## config.mk

```make
export PLATFORM = sky130hd
export DESIGN_NAME = stage_wb_pipe_flat
export DESIGN_NICKNAME = d
export VERILOG_FILES = /design/src/rtl/stage_wb_if.sv /design/src/rtl/stage_wb_pipe.sv /design/src/flat_wrapper.sv
export SDC_FILE = /design/constraint.sdc
export NUM_CORES = 1
export LEC_CHECK = 0
export ABC_AREA = 0
export CORE_ASPECT_RATIO = 1.75
export CORE_UTILIZATION = 43
export CTS_CLUSTER_DIAMETER = 100
export CTS_CLUSTER_SIZE = 10
export DETAILED_ROUTE_END_ITERATION = 8
export PLACE_DENSITY_LB_ADDON = 0.12
export SLEW_MARGIN = 15
export SYNTH_ARGS = -nofsm -noshare
export SYNTH_HDL_FRONTEND = slang
export SYNTH_SLANG_ARGS = --single-unit
export TNS_END_PERCENT = 20
```

## constraint.sdc

```tcl
create_clock -name clk -period 2.8 [get_ports clk]
set_input_delay 0.42 -clock clk [delete_from_list [all_inputs] [get_ports clk]]
set_output_delay 0.42 -clock clk [all_outputs]
set_load 0.02 [all_outputs]
```

## src/rtl/stage_wb_if.sv

```systemverilog
// MEM-to-WB handshake and register-file write bus for the write-back stage.
// master = upstream/memory side, slave = the write-back stage itself.
interface stage_wb_if #(
    parameter int DATA_W = 32,
    parameter int ADDR_W = 5,
    parameter int OFF_W  = $clog2(DATA_W / 8)
);
    logic              in_valid_i;
    logic              in_ready_o;
    logic [ADDR_W-1:0] rd_waddr_i;
    logic              rd_wena_i;
    logic [1:0]        wb_sel_i;
    logic [DATA_W-1:0] alu_result_i;
    logic [DATA_W-1:0] link_addr_i;
    logic [DATA_W-1:0] aux_data_i;
    logic [1:0]        mem_size_i;
    logic              mem_unsigned_i;
    logic [OFF_W-1:0]  mem_offset_i;
    logic              dmem_rvalid_i;
    logic [DATA_W-1:0] dmem_rdata_i;
    logic              flush_i;
    logic [ADDR_W-1:0] rd_waddr_o;
    logic              rd_wena_o;
    logic [DATA_W-1:0] rd_wdata_o;
    logic              stall_req_o;

    modport master (
        output in_valid_i, rd_waddr_i, rd_wena_i, wb_sel_i, alu_result_i,
               link_addr_i, aux_data_i, mem_size_i, mem_unsigned_i,
               mem_offset_i, dmem_rvalid_i, dmem_rdata_i, flush_i,
        input  in_ready_o, rd_waddr_o, rd_wena_o, rd_wdata_o, stall_req_o
    );

    modport slave (
        input  in_valid_i, rd_waddr_i, rd_wena_i, wb_sel_i, alu_result_i,
               link_addr_i, aux_data_i, mem_size_i, mem_unsigned_i,
               mem_offset_i, dmem_rvalid_i, dmem_rdata_i, flush_i,
        output in_ready_o, rd_waddr_o, rd_wena_o, rd_wdata_o, stall_req_o
    );
endinterface

```

## src/rtl/stage_wb_pipe.sv

```systemverilog
// Write-back stage: selects the result source, aligns/extends loads, waits on
// slow memory responses and commits one instruction per cycle to the register file.
module stage_wb_pipe #(
    parameter int DATA_W = 32,
    parameter int ADDR_W = 5,
    parameter int CNT_W  = 32,
    parameter int OFF_W  = $clog2(DATA_W / 8)
) (
    input  logic             clk,
    input  logic             rst,
    stage_wb_if.slave        bus,
    output logic             retire_o,
    output logic [CNT_W-1:0] retire_cnt_o
);
    typedef enum logic {ST_IDLE, ST_WAIT} state_t;

    localparam logic [1:0] SEL_MEM  = 2'b00;
    localparam logic [1:0] SEL_ALU  = 2'b01;
    localparam logic [1:0] SEL_LINK = 2'b10;

    localparam logic [OFF_W-1:0] HALF_MASK = ~OFF_W'(1);
    localparam logic [OFF_W-1:0] WORD_MASK = (DATA_W == 64) ? OFF_W'(4) : '0;

    state_t            state;
    logic [ADDR_W-1:0] cap_waddr;
    logic              cap_wena;
    logic [1:0]        cap_size;
    logic              cap_unsigned;
    logic [OFF_W-1:0]  cap_offset;

    logic              idle, accept, commit, go_wait;
    logic [ADDR_W-1:0] cur_waddr;
    logic              cur_wena;
    logic [1:0]        cur_sel;
    logic [1:0]        cur_size;
    logic              cur_unsigned;
    logic [OFF_W-1:0]  cur_offset;
    logic [OFF_W-1:0]  lane_off;
    logic [DATA_W-1:0] lane, keep_mask, load_data, wb_data;
    logic              sign_bit;

    // In IDLE the instruction is taken straight from the inputs; in WAIT from the capture.
    // NOTE: every always_comb output gets a default first so no path can infer a latch.
    always_comb begin
        idle         = (state == ST_IDLE);
        accept       = idle && bus.in_valid_i && !bus.flush_i;
        go_wait      = accept && (bus.wb_sel_i == SEL_MEM) && !bus.dmem_rvalid_i;
        cur_waddr    = idle ? bus.rd_waddr_i     : cap_waddr;
        cur_wena     = idle ? bus.rd_wena_i      : cap_wena;
        cur_sel      = idle ? bus.wb_sel_i       : SEL_MEM;
        cur_size     = idle ? bus.mem_size_i     : cap_size;
        cur_unsigned = idle ? bus.mem_unsigned_i : cap_unsigned;
        cur_offset   = idle ? bus.mem_offset_i   : cap_offset;
        commit       = idle ? (accept && (bus.wb_sel_i != SEL_MEM || bus.dmem_rvalid_i))
                            : (bus.dmem_rvalid_i && !bus.flush_i);
    end

    // Little-endian lane extraction; a 32-bit "double" collapses to a word.
    always_comb begin
        lane_off = '0;
        case (cur_size)
            2'b00:   lane_off = cur_offset;
            2'b01:   lane_off = cur_offset & HALF_MASK;
            2'b10:   lane_off = cur_offset & WORD_MASK;
            default: lane_off = '0;
        endcase
        lane = bus.dmem_rdata_i >> {lane_off, 3'b000};

        keep_mask = '1;
        sign_bit  = 1'b0;
        case (cur_size)
            2'b00: begin keep_mask = DATA_W'(8'hFF);   sign_bit = lane[7];  end
            2'b01: begin keep_mask = DATA_W'(16'hFFFF); sign_bit = lane[15]; end
            2'b10: if (DATA_W == 64) begin
                keep_mask = DATA_W'(32'hFFFF_FFFF);
                sign_bit  = lane[31];
            end
            default: ;
        endcase
        load_data = (lane & keep_mask) | ((!cur_unsigned && sign_bit) ? ~keep_mask : '0);

        case (cur_sel)
            SEL_MEM:  wb_data = load_data;
            SEL_ALU:  wb_data = bus.alu_result_i;
            SEL_LINK: wb_data = bus.link_addr_i;
            default:  wb_data = bus.aux_data_i;
        endcase
    end

    assign bus.in_ready_o  = idle && !rst;
    assign bus.stall_req_o = (state == ST_WAIT);

    // NOTE: all state here uses non-blocking assignment so every flop samples pre-edge values.
    always_ff @(posedge clk or posedge rst) begin
        if (rst) begin
            state          <= ST_IDLE;
            cap_waddr      <= '0;
            cap_wena       <= 1'b0;
            cap_size       <= '0;
            cap_unsigned   <= 1'b0;
            cap_offset     <= '0;
            bus.rd_waddr_o <= '0;
            bus.rd_wena_o  <= 1'b0;
            bus.rd_wdata_o <= '0;
            retire_o       <= 1'b0;
            retire_cnt_o   <= '0;
        end else begin
            bus.rd_wena_o <= 1'b0;
            retire_o      <= 1'b0;
            if (commit) begin
                bus.rd_waddr_o <= cur_waddr;
                bus.rd_wdata_o <= wb_data;
                bus.rd_wena_o  <= cur_wena && (cur_waddr != '0);
                retire_o       <= 1'b1;
                retire_cnt_o   <= retire_cnt_o + CNT_W'(1);
            end
            case (state)
                ST_IDLE: if (go_wait) begin
                    state        <= ST_WAIT;
                    cap_waddr    <= bus.rd_waddr_i;
                    cap_wena     <= bus.rd_wena_i;
                    cap_size     <= bus.mem_size_i;
                    cap_unsigned <= bus.mem_unsigned_i;
                    cap_offset   <= bus.mem_offset_i;
                end
                ST_WAIT: if (bus.flush_i || bus.dmem_rvalid_i) state <= ST_IDLE;
                default: state <= ST_IDLE;
            endcase
        end
    end
endmodule

```

## src/flat_wrapper.sv

```systemverilog
// flat-port wrapper written by rule: the top's interface ports become plain ports
module stage_wb_pipe_flat 
#(
    parameter int DATA_W = 32,
    parameter int ADDR_W = 5,
    parameter int CNT_W  = 32,
    parameter int OFF_W  = $clog2(DATA_W / 8)
)
  (clk, rst, retire_o, retire_cnt_o, bus_in_valid_i, bus_rd_waddr_i, bus_rd_wena_i, bus_wb_sel_i, bus_alu_result_i, bus_link_addr_i, bus_aux_data_i, bus_mem_size_i, bus_mem_unsigned_i, bus_mem_offset_i, bus_dmem_rvalid_i, bus_dmem_rdata_i, bus_flush_i, bus_in_ready_o, bus_rd_waddr_o, bus_rd_wena_o, bus_rd_wdata_o, bus_stall_req_o);
  stage_wb_if #(.DATA_W(DATA_W), .ADDR_W(ADDR_W), .OFF_W(OFF_W)) bus_i ();
  input  logic clk;
  input  logic rst;
  output logic retire_o;
  output logic [CNT_W-1:0] retire_cnt_o;
  input wire logic [$bits(bus_i.in_valid_i)-1:0] bus_in_valid_i;
  input wire logic [$bits(bus_i.rd_waddr_i)-1:0] bus_rd_waddr_i;
  input wire logic [$bits(bus_i.rd_wena_i)-1:0] bus_rd_wena_i;
  input wire logic [$bits(bus_i.wb_sel_i)-1:0] bus_wb_sel_i;
  input wire logic [$bits(bus_i.alu_result_i)-1:0] bus_alu_result_i;
  input wire logic [$bits(bus_i.link_addr_i)-1:0] bus_link_addr_i;
  input wire logic [$bits(bus_i.aux_data_i)-1:0] bus_aux_data_i;
  input wire logic [$bits(bus_i.mem_size_i)-1:0] bus_mem_size_i;
  input wire logic [$bits(bus_i.mem_unsigned_i)-1:0] bus_mem_unsigned_i;
  input wire logic [$bits(bus_i.mem_offset_i)-1:0] bus_mem_offset_i;
  input wire logic [$bits(bus_i.dmem_rvalid_i)-1:0] bus_dmem_rvalid_i;
  input wire logic [$bits(bus_i.dmem_rdata_i)-1:0] bus_dmem_rdata_i;
  input wire logic [$bits(bus_i.flush_i)-1:0] bus_flush_i;
  output wire logic [$bits(bus_i.in_ready_o)-1:0] bus_in_ready_o;
  output wire logic [$bits(bus_i.rd_waddr_o)-1:0] bus_rd_waddr_o;
  output wire logic [$bits(bus_i.rd_wena_o)-1:0] bus_rd_wena_o;
  output wire logic [$bits(bus_i.rd_wdata_o)-1:0] bus_rd_wdata_o;
  output wire logic [$bits(bus_i.stall_req_o)-1:0] bus_stall_req_o;
  assign bus_i.in_valid_i = bus_in_valid_i;
  assign bus_i.rd_waddr_i = bus_rd_waddr_i;
  assign bus_i.rd_wena_i = bus_rd_wena_i;
  assign bus_i.wb_sel_i = bus_wb_sel_i;
  assign bus_i.alu_result_i = bus_alu_result_i;
  assign bus_i.link_addr_i = bus_link_addr_i;
  assign bus_i.aux_data_i = bus_aux_data_i;
  assign bus_i.mem_size_i = bus_mem_size_i;
  assign bus_i.mem_unsigned_i = bus_mem_unsigned_i;
  assign bus_i.mem_offset_i = bus_mem_offset_i;
  assign bus_i.dmem_rvalid_i = bus_dmem_rvalid_i;
  assign bus_i.dmem_rdata_i = bus_dmem_rdata_i;
  assign bus_i.flush_i = bus_flush_i;
  assign bus_in_ready_o = bus_i.in_ready_o;
  assign bus_rd_waddr_o = bus_i.rd_waddr_o;
  assign bus_rd_wena_o = bus_i.rd_wena_o;
  assign bus_rd_wdata_o = bus_i.rd_wdata_o;
  assign bus_stall_req_o = bus_i.stall_req_o;
  stage_wb_pipe #(.DATA_W(DATA_W), .ADDR_W(ADDR_W), .CNT_W(CNT_W), .OFF_W(OFF_W)) u_core (.clk(clk), .rst(rst), .bus(bus_i), .retire_o(retire_o), .retire_cnt_o(retire_cnt_o));
endmodule
```

==> impl_metrics.env, run 1 <==
export IMPL_synth_edff_count=0
export IMPL_synth_main_ff_cell="sky130_fd_sc_hd__dfrtp_1"
export IMPL_grt_pass1_vias=5422
export IMPL_timing_fmax_mhz=392
export IMPL_register_clock_pin_slew_on_the_reported_worst_setup_and_hold_paths_ns=0.06
export IMPL_synth_yosys_warnings=0
export IMPL_post_synth_top_area_fraction=0.418
export IMPL_synthCells=558
export IMPL_post_cts_setup_bufs=0
export IMPL_crit_fanout=24
export IMPL_synth_top_cells_by_area="sky130_fd_sc_hd__dfrtp_1, sky130_fd_sc_hd__o21ai_0, sky130_fd_sc_hd__a21oi_1"
export IMPL_unrepaired_setup_endpoints_after_global_routing="false"
export IMPL_placement_rows=51
export IMPL_first_pass_grt_wire_length_um=28500
export IMPL_total_i_o_pin_count=219
export IMPL_antenna_found_initial=0
export IMPL_antenna_violation_net_count_after_detailed_routing=0
export IMPL_worstPathArrival_ns=2.73
export IMPL_design_die_area_um2=12000
export IMPL_crit_path_end_kind="register"
export IMPL_finish_net_count=915
export IMPL_highest_count_cells_in_the_layout_ignoring_fill_and_taps="sky130_fd_sc_hd__clkdlybuf4s50_1, sky130_fd_sc_hd__dfrtp_1, sky130_fd_sc_hd__o21ai_0, sky130_fd_sc_hd__a21oi_1, sky130_fd_sc_hd__nand2_1"
export IMPL_layout_cells_most_common="sky130_fd_sc_hd__clkdlybuf4s50_1"
export IMPL_detail_route_drc_violations=0
export IMPL_htree_num_levels=3
export IMPL_fin_ws_ns=0.249
export IMPL_num_antenna_cells=0
export IMPL_min_delay_path_class="input port to asynchronous set/reset pin"
export IMPL_placeableCoreArea_um2=11200
export IMPL_die_w_um=83.3
export IMPL_slew_headroom=0.489
export IMPL_layout_worst_path_cycle_share=0.911
export IMPL_grt_start_max_net_pins=47
export IMPL_post_route_util=0.685
export IMPL_run_status="finished clean"
export IMPL_p_leak_nw=3.04
export IMPL_wl_um=18300
export IMPL_worstSetupPathType="register to register"
export IMPL_sequential_fraction_of_the_synthesis_area=0.418
export IMPL_synth_cell_area_um2=4970
export IMPL_routed_via_density=5.83
export IMPL_crit_required_ns=2.98
export IMPL_synth_seq_cells=83
export IMPL_hpwlAfterDp_um=14400
export IMPL_synth_nets=705
export IMPL_tritoncts="built"
export IMPL_ys_async_sr_fraction=1.00
export IMPL_grtUsageTotal=0.308
export IMPL_place_port_buffers=218
export IMPL_total_gr_overflow=0
export IMPL_cts_root_buf="sky130_fd_sc_hd__clkbuf_16"
export IMPL_fin_worst_skew_ns=0.00674
export IMPL_num_vias=5276
export IMPL_power_per_cell_area_nw_per_um2=520
export IMPL_setup_total_negative_slack_ns=0
export IMPL_number_of_buffers_added_to_fix_hold_violations_after_cts=0
export IMPL_post_cts_resize_count=1
export IMPL_mean_instance_size_in_the_synthesized_netlist_um2=8.91
export IMPL_gpl_final_weighted_congestion=0.983
export IMPL_numClockSinks=83
export IMPL_routed_wire_length_per_instance_um=20.2
export IMPL_final_layout_size_suffix_gt1_frac=0.110
export IMPL_finalHoldViolations=0
export IMPL_setup_viol=0
export IMPL_floorplan_die_height_um=144
export IMPL_insertion_delay_to_the_later_sink_of_the_worst_skew_pair_ns=0.33
export IMPL_synth_lib_cells_used_distinct=50
export IMPL_max_slew_violation_total_from_the_final_report=0
export IMPL_start_util=0.445
export IMPL_drt_iter0_markers=254
export IMPL_pre_cts_ws_ns=-0.276
export IMPL_drt_pass1_iterations=5
export IMPL_ir_worst_vdd_v=0.000608
export IMPL_maxCapViolations=0
export IMPL_final_min_clock_period_ns=2.55
export IMPL_cts_max_path_buffers=2
export IMPL_numCtsBuffers=9
export IMPL_area_growth_pct=53.7
export IMPL_synth_top_area_cell="sky130_fd_sc_hd__dfrtp_1"
export IMPL_worst_pin_slew_ns=0.766
export IMPL_cp_start_kind="register"
-- synthesized netlist by cell type, types with 2 or more instances --
cell type	number
sky130_fd_sc_hd__and2_1	2
sky130_fd_sc_hd__o21ai_0	77
sky130_fd_sc_hd__buf_6	2
sky130_fd_sc_hd__xor2_1	9
sky130_fd_sc_hd__buf_1	3
sky130_fd_sc_hd__mux2i_1	6
sky130_fd_sc_hd__a22oi_1	2
sky130_fd_sc_hd__nor2_1	17
sky130_fd_sc_hd__a211oi_1	2
sky130_fd_sc_hd__a32oi_1	2
sky130_fd_sc_hd__buf_2	5
sky130_fd_sc_hd__a221oi_1	2
sky130_fd_sc_hd__nand3_1	19
sky130_fd_sc_hd__mux2_2	27
sky130_fd_sc_hd__and3_1	4
sky130_fd_sc_hd__and4_1	3
sky130_fd_sc_hd__o21ba_2	2
sky130_fd_sc_hd__dfrtp_1	83
sky130_fd_sc_hd__mux4_2	7
sky130_fd_sc_hd__a21oi_1	64
sky130_fd_sc_hd__xnor2_1	22
sky130_fd_sc_hd__nand4_1	8
sky130_fd_sc_hd__nand3b_1	2
sky130_fd_sc_hd__o21ai_1	5
sky130_fd_sc_hd__inv_1	6
sky130_fd_sc_hd__clkbuf_1	31
sky130_fd_sc_hd__nand2_1	64
sky130_fd_sc_hd__a31oi_1	26
sky130_fd_sc_hd__nor3_1	10
sky130_fd_sc_hd__nor2b_1	2
sky130_fd_sc_hd__nor3b_1	2
sky130_fd_sc_hd__or3_1	24
-- stage by stage --
step                      power (mW)  cells  cell area [µm²]  hold slack, ns
final                           3.98    905             7650           0.447
after global routing            4.14    905             7650           0.485
after CTS                       3.99    905             7650           0.446
after detailed placement        2.78    889             7330           0.467
after global placement          2.76    889             7330           0.462
after floorplan                 2.09    558             4970           0.479
-- flip-flops by register name, summed over array words and instances (netlist names), 2 cells and up --
register               flops
u_core.retire_cnt_o       32
u_core.cap_waddr           5
u_core.cap_size            2
u_core.bus.rd_waddr_o      5
u_core.cap_offset          2
u_core.bus.rd_wdata_o     32
-- worst paths after layout --
path                                         startpoint                        end  slack, ns  cells after the start
worst min register to register  u_core.retire_cnt_o[31]    u_core.retire_cnt_o[31]       0.48                      1
worst min-delay path                                rst         u_core.cap_size[0]       0.45                      2
worst max-delay path             u_core.bus.stall_req_o  u_core.bus.rd_wdata_o[30]       0.25                      6
worst max register to register   u_core.bus.stall_req_o  u_core.bus.rd_wdata_o[30]       0.25                      6
max in group asynchronous                           rst    u_core.retire_cnt_o[26]       1.69                      3
min in group clk                u_core.retire_cnt_o[31]    u_core.retire_cnt_o[31]       0.48                      1
-- kinds of logic (layout without fill, tap and decap cells) --
family	count (synthesis)	in the layout	share of synthesized area
buffers and inverters	48	263	0.0405
flip-flops	83	83	0.418
XOR/XNOR	31	31	0.0546
multiplexers	40	40	0.105
adder cells (fa/ha/maj)	1	1	0.00252
AND/OR/NAND/NOR	170	170	0.177
AO/OA/AOI/OAI	185	185	0.203
-- cell type report --
class | instances | area, µm²
Timing Repair Buffer | 240 | 2350
Fill cell | 931 | 3520
Sequential cell | 83 | 2080
Multi-Input combinational cell | 427 | 2720
Tap cell | 132 | 165
Inverter | 7 | 27.5
Clock inverter | 5 | 60.1
Clock buffer | 11 | 243
-- worst max-delay path: stages, from the launching register on --
cell and delay (ns):
sky130_fd_sc_hd__dfrtp_2 0.56, sky130_fd_sc_hd__buf_4 0.33, sky130_fd_sc_hd__nor3b_1 0.13, sky130_fd_sc_hd__o21ai_0 0.27, sky130_fd_sc_hd__a21oi_1 0.19, sky130_fd_sc_hd__o32ai_4 0.72
sky130_fd_sc_hd__a31oi_1 0.17
-- per-layer routing --
metal,GRT usage,part of all wire
met2,0.589,0.55
met1,0.330,0.35
met5,0,0
met4,0.139,0.038
met3,0.0479,0.054
-- power by group --
part           total, mW  internal [mW]  leakage, nW  switching (mW)
clock               1.21          0.719        0.146           0.490
combinational       1.23          0.638         1.86           0.591
sequential          1.54           1.38         1.03           0.164
No activity file was read; power rests on OpenSTA's default activity.
==> inputs of run 2 (changes only) <==
GPL_TIMING_DRIVEN = 0   (was unset)
SETUP_SLACK_MARGIN = 0.3   (was unset)
==> run 2 against run 1 <==
  * Total power is 0.74% higher
  * Via count grew 3.1%
  * Clock power about the same
  * Maximum frequency grew 4.6%
  * Routed wire length increased by 4.1%
  * Global-route usage increased by 1.4 points
  * Critical path type is now input port to register
  * Critical endpoint is now u_core.bus.rd_waddr_o[1]
  * Largest power group unchanged
==> impl_metrics.env, run 2 (synthesis results as in run 1) <==
export IMPL_run_status="finished clean"
export IMPL_wl_um=19000
export IMPL_worstSetupPathType="input port to register"
export IMPL_routed_wire_length_per_instance_um=20.5
export IMPL_num_vias=5438
export IMPL_drt_pass1_iterations=5
export IMPL_fin_ws_ns=0.361
export IMPL_layout_worst_path_cycle_share=0.871
export IMPL_worstPathArrival_ns=2.69
export IMPL_floorplan_die_height_um=144
export IMPL_power_total_mw=4.01
export IMPL_finish_net_count=936
export IMPL_die_w_um=83.3
export IMPL_maxCapViolations=0
export IMPL_design_die_area_um2=12000
export IMPL_slew_headroom=0.527
export IMPL_path_delay_family="buffers and inverters"
export IMPL_crit_fanout=10
export IMPL_placement_rows=51
export IMPL_max_slew_violation_total_from_the_final_report=0
export IMPL_highest_count_cells_in_the_layout_ignoring_fill_and_taps="sky130_fd_sc_hd__clkdlybuf4s50_1, sky130_fd_sc_hd__dfrtp_1, sky130_fd_sc_hd__o21ai_0, sky130_fd_sc_hd__a21oi_1, sky130_fd_sc_hd__nand2_1"
export IMPL_ir_worst_vdd_v=0.000393
export IMPL_total_i_o_pin_count=219
export IMPL_register_clock_pin_slew_on_the_reported_worst_setup_and_hold_paths_ns=0.07
export IMPL_post_route_cell_area_um2=7700
export IMPL_final_layout_size_suffix_gt1_frac=0.0970
export IMPL_worst_pin_slew_ns=0.706
export IMPL_pre_cts_ws_ns=-0.561
export IMPL_antenna_violation_net_count_after_detailed_routing=0
export IMPL_grtUsageTotal=0.322
export IMPL_crit_top_cell="sky130_fd_sc_hd__clkbuf_2"
export IMPL_place_detailed_instances=909
export IMPL_detailed_place_area_um2=7350
export IMPL_routed_via_density=5.87
export IMPL_grt_pass1_vias=5552
export IMPL_r2r_slack_ns=0.38
export IMPL_numClockSinks=83
export IMPL_slowest_stage_cell_crit_path="sky130_fd_sc_hd__clkdlybuf4s50_1"
export IMPL_tritoncts="built"
export IMPL_fin_worst_skew_ns=0.00834
export IMPL_worst_path_cell_trace="clkdlybuf4s50_1, o21ba_2, o21ai_1, clkbuf_2, clkbuf_2, clkbuf_2, nand2_1, o21ai_0"
export IMPL_final_min_clock_period_ns=2.44
export IMPL_cts_max_path_buffers=2
export IMPL_numCtsBuffers=9
export IMPL_worst_hold_slack_ns=0.440
export IMPL_placeableCoreArea_um2=11200
export IMPL_antenna_found_initial=1
export IMPL_timing_fmax_mhz=410
export IMPL_drt_iter0_markers=246
export IMPL_area_growth_pct=54.9
export IMPL_htree_num_levels=3
export IMPL_first_pass_grt_wire_length_um=29300
export IMPL_p_leak_nw=3.04
export IMPL_cts_root_buf="sky130_fd_sc_hd__clkbuf_16"
export IMPL_setup_total_negative_slack_ns=0
export IMPL_rr_startpoint="u_core.bus.stall_req_o"
export IMPL_grt_start_max_net_pins=36
export IMPL_setup_viol=0
export IMPL_insertion_delay_to_the_later_sink_of_the_worst_skew_pair_ns=0.35
export IMPL_total_gr_overflow=0
export IMPL_crit_required_ns=3.05
export IMPL_path_buf_inv=4
export IMPL_min_delay_path_class="input port to asynchronous set/reset pin"
export IMPL_unrepaired_setup_endpoints_after_global_routing="true"
export IMPL_critical_path_max_stage_delay_ns=0.49
export IMPL_gpl_final_weighted_congestion=0.994
export IMPL_instances_no_fill=927
export IMPL_power_per_cell_area_nw_per_um2=520
export IMPL_start_util=0.445
export IMPL_rr_endpoint="u_core.bus.rd_wdata_o[20]"
export IMPL_cp_start_kind="input port"
export IMPL_crit_path_end_kind="register"
export IMPL_hpwlAfterDp_um=15400
export IMPL_reg2reg_depth=7
export IMPL_finalHoldViolations=0
export IMPL_detail_route_drc_violations=0
export IMPL_place_port_buffers=217
export IMPL_biggestRegsByFlops="u_core.bus.rd_wdata_o x32, u_core.retire_cnt_o x32"
export IMPL_post_route_util=0.690
export IMPL_layout_cells_most_common="sky130_fd_sc_hd__clkdlybuf4s50_1"
run 2: cell count changes in the layout (fill, tap and decap cells not counted), sizes merged:
| cell | delta |
|---|---|
| buf | -11 |
| clkbuf | +31 |
| clkdlybuf4s50 | -2 |
| clkinv | -3 |
| clkinvlp | +3 |
| diode | +1 |
| dlymetal6s2s | +2 |
| inv | +1 |
run 2: routing by layer:
metal  vias to the layer above  wire [µm]  track usage
li1                       2497          -            -
met1                      2600       6540        0.331
met2                       290      10300        0.608
met3                        51       1200       0.0497
met4                         0        964        0.196
met5                         -          0            0
run 2: worst max-delay path by stage:
stage	start	endpoint	slack (ns)	depth (start not counted)
2_1_floorplan	u_core.bus.stall_req_o	u_core.bus.rd_wdata_o[20]	0.52	8
3_3_place_gp	bus_wb_sel_i[0]	u_core.bus.rd_waddr_o[2]	-0.46	8
3_5_place_dp	bus_wb_sel_i[0]	u_core.bus.rd_waddr_o[1]	-0.56	8
4_1_cts	bus_mem_size_i[1]	u_core.bus.rd_wdata_o[20]	0.14	8
5_1_grt	bus_wb_sel_i[0]	u_core.bus.rd_waddr_o[4]	0.29	8
6_report	bus_wb_sel_i[0]	u_core.bus.rd_waddr_o[1]	0.36	8
run 2: power by group:
group / total, mW / switching, mW / internal (mW)
Clock: 1.23 / 0.525 / 0.701
Sequential: 1.54 / 0.160 / 1.38
Combinational: 1.25 / 0.608 / 0.638
run 2: timing repair:
action,CTS,global route
pin swaps,0,1
hold buffers,0,0
setup buffers,0,1
endpoints found under the setup margin,53,38
resized for setup,9,8
run 2: area by class of cell:
class                   count  area, µm²
fillers                   913       3460
multi-input cells         427       2710
repair buffers            220       2220
flip-flops and latches     83       2080
clock buffers              10        229
plain buffers              41        190
well taps                 132        165
clock inverters             6       72.6
inverters                   7       30.0
diodes                      1       2.50
==> inputs of run 3 (changes only) <==
REMOVE_ABC_BUFFERS = 1   (was unset)
==> run 3 against run 2 <==
  * Design area grew 0.28%
  * Count of clock-buffer cells in the layout is the same
  * Routed wire length shrank 4.7%
  * Largest cell class unchanged
  * Clock power shrank 5%
  * Largest power group unchanged
  * Critical path depth shrank 2
  * Clock skew shrank 0.0042 ns
  * Final cell count shrank 3.1%
  * Sequential power is essentially flat
==> impl_metrics.env, run 3 (synthesis results as in run 1) <==
export IMPL_run_status="finished clean"
export IMPL_worstPathArrival_ns=2.61
export IMPL_grt_start_max_net_pins=65
export IMPL_worst_hold_slack_ns=0.470
export IMPL_first_pass_grt_wire_length_um=27800
export IMPL_final_layout_size_suffix_gt1_frac=0.111
export IMPL_power_per_cell_area_nw_per_um2=511
export IMPL_crit_required_ns=3.02
export IMPL_cts_max_path_buffers=2
export IMPL_placeableCoreArea_um2=11200
export IMPL_total_i_o_pin_count=219
export IMPL_area_growth_pct=55.3
export IMPL_placement_rows=51
export IMPL_setup_total_negative_slack_ns=0
export IMPL_unrepaired_setup_endpoints_after_global_routing="false"
export IMPL_floorplan_die_height_um=144
export IMPL_finish_net_count=909
export IMPL_start_util=0.445
export IMPL_routed_via_density=5.90
export IMPL_hpwlAfterDp_um=12600
export IMPL_nFillCells=897
export IMPL_tritoncts="built"
export IMPL_maxCapViolations=0
export IMPL_total_gr_overflow=0
export IMPL_final_min_clock_period_ns=2.39
export IMPL_ir_worst_vdd_v=0.000465
export IMPL_gpl_final_weighted_congestion=0.923
export IMPL_drt_pass1_iterations=5
export IMPL_design_die_area_um2=12000
export IMPL_insertion_delay_to_the_later_sink_of_the_worst_skew_pair_ns=0.34
export IMPL_routed_wire_length_per_instance_um=20.2
export IMPL_die_w_um=83.3
export IMPL_instances_no_fill=898
export IMPL_htree_num_levels=3
export IMPL_p_leak_nw=3.02
export IMPL_share_seq_of_total_power=0.388
export IMPL_cp_start_kind="register"
export IMPL_wl_um=18100
export IMPL_highest_count_cells_in_the_layout_ignoring_fill_and_taps="sky130_fd_sc_hd__clkdlybuf4s50_1, sky130_fd_sc_hd__dfrtp_1, sky130_fd_sc_hd__o21ai_0, sky130_fd_sc_hd__a21oi_1, sky130_fd_sc_hd__nand2_1"
export IMPL_worst_pin_slew_ns=0.838
export IMPL_register_clock_pin_slew_on_the_reported_worst_setup_and_hold_paths_ns=0.06
export IMPL_slew_headroom=0.440
export IMPL_layout_cells_most_common="sky130_fd_sc_hd__clkdlybuf4s50_1"
export IMPL_switching_share=0.316
export IMPL_fin_worst_skew_ns=0.00409
export IMPL_crit_path_end_kind="register"
export IMPL_detail_route_drc_violations=0
export IMPL_crit_fanout=47
export IMPL_finalHoldViolations=0
export IMPL_layout_worst_path_cycle_share=0.852
export IMPL_antenna_found_initial=0
export IMPL_number_of_buffers_added_to_fix_hold_violations_after_cts=0
export IMPL_worstSetupPathType="register to register"
export IMPL_post_route_util=0.692
export IMPL_place_detailed_instances=871
export IMPL_antenna_violation_net_count_after_detailed_routing=0
export IMPL_num_vias=5294
export IMPL_max_slew_violation_total_from_the_final_report=0
export IMPL_num_antenna_cells=0
export IMPL_timing_fmax_mhz=419
export IMPL_numClockSinks=83
export IMPL_clock_power_share=0.296
export IMPL_power_net_switching_mw=1.25
export IMPL_place_port_buffers=218
export IMPL_power_internal_mw=2.70
export IMPL_biggestRegsByFlops="u_core.bus.rd_wdata_o x32, u_core.retire_cnt_o x32"
export IMPL_grt_pass1_vias=5371
export IMPL_numCtsBuffers=9
export IMPL_comb_power_share=0.316
export IMPL_grtUsageTotal=0.300
export IMPL_cts_root_buf="sky130_fd_sc_hd__clkbuf_16"
export IMPL_min_delay_path_class="register to register"
export IMPL_setup_viol=0
export IMPL_drt_iter0_markers=378
-- run 3: per-stage QoR --
step / cell area [µm²] / total power [mW] / setup slack (ns)
4_1_cts: 7640 / 3.95 / 0.294
2_1_floorplan: 4800 / 2.07 / -4.10
3_5_place_dp: 7270 / 2.76 / -1.75
3_3_place_gp: 7150 / 2.71 / -8.67
6_report: 7720 / 3.95 / 0.413
5_1_grt: 7720 / 4.11 / 0.342
-- run 3: cell type report --
type / instances / area, µm² / share of cell area
repair buffers: 231 / 2330 / 0.302
clock buffers: 10 / 229 / 0.0296
inverters: 7 / 55.1 / 0.00713
flip-flops and latches: 83 / 2080 / 0.269
clock inverters: 5 / 55.1 / 0.00713
multi-input cells: 430 / 2800 / 0.363
well taps: 132 / 165 / 0.0214
-- run 3: path summary, 6_finish.rpt --
path                                         start                       end  slack [ns]  depth (start not counted)
max                         u_core.bus.stall_req_o  u_core.bus.rd_wdata_o[5]        0.41                          6
min                        u_core.retire_cnt_o[31]   u_core.retire_cnt_o[31]        0.47                          1
max reg2reg                 u_core.bus.stall_req_o  u_core.bus.rd_wdata_o[5]        0.41                          6
min reg2reg                u_core.retire_cnt_o[31]   u_core.retire_cnt_o[31]        0.47                          1
max in group asynchronous                      rst   u_core.retire_cnt_o[29]        1.69                          3
min in group asynchronous                      rst       u_core.cap_waddr[2]        0.50                          2
-- run 3: critical path, cell delays in order, from the launching register on --
cell and delay (ns):
sky130_fd_sc_hd__dfrtp_4 0.50, sky130_fd_sc_hd__buf_12 0.19, sky130_fd_sc_hd__or4b_4 0.60, sky130_fd_sc_hd__nand2_4 0.19, sky130_fd_sc_hd__mux4_2 0.52, sky130_fd_sc_hd__a21oi_1 0.15
sky130_fd_sc_hd__o21ai_0 0.10
-- run 3: power by group through the flow --
stage                     Sequential [mW]  Combinational, mW  Clock, mW
final                                1.53               1.25       1.17
after global routing                 1.55               1.33       1.23
after CTS                            1.53               1.24       1.19
after detailed placement             1.54               1.21          0
after global placement               1.54               1.18          0
after floorplan                      1.69              0.374          0
-- run 3: metal layers --
metal,up-vias,wire length (µm),GRT usage
li1,2445,-,-
met1,2564,6630,0.327
met2,227,9660,0.555
met3,58,954,0.0497
met4,0,892,0.156
met5,-,0,0
-- run 3: what timing repair did --
item	in CTS	in global routing
setup endpoints to repair	82	36
pin swaps	5	0
setup buffers	6	3
gates cloned	2	1
resized for setup	10	11
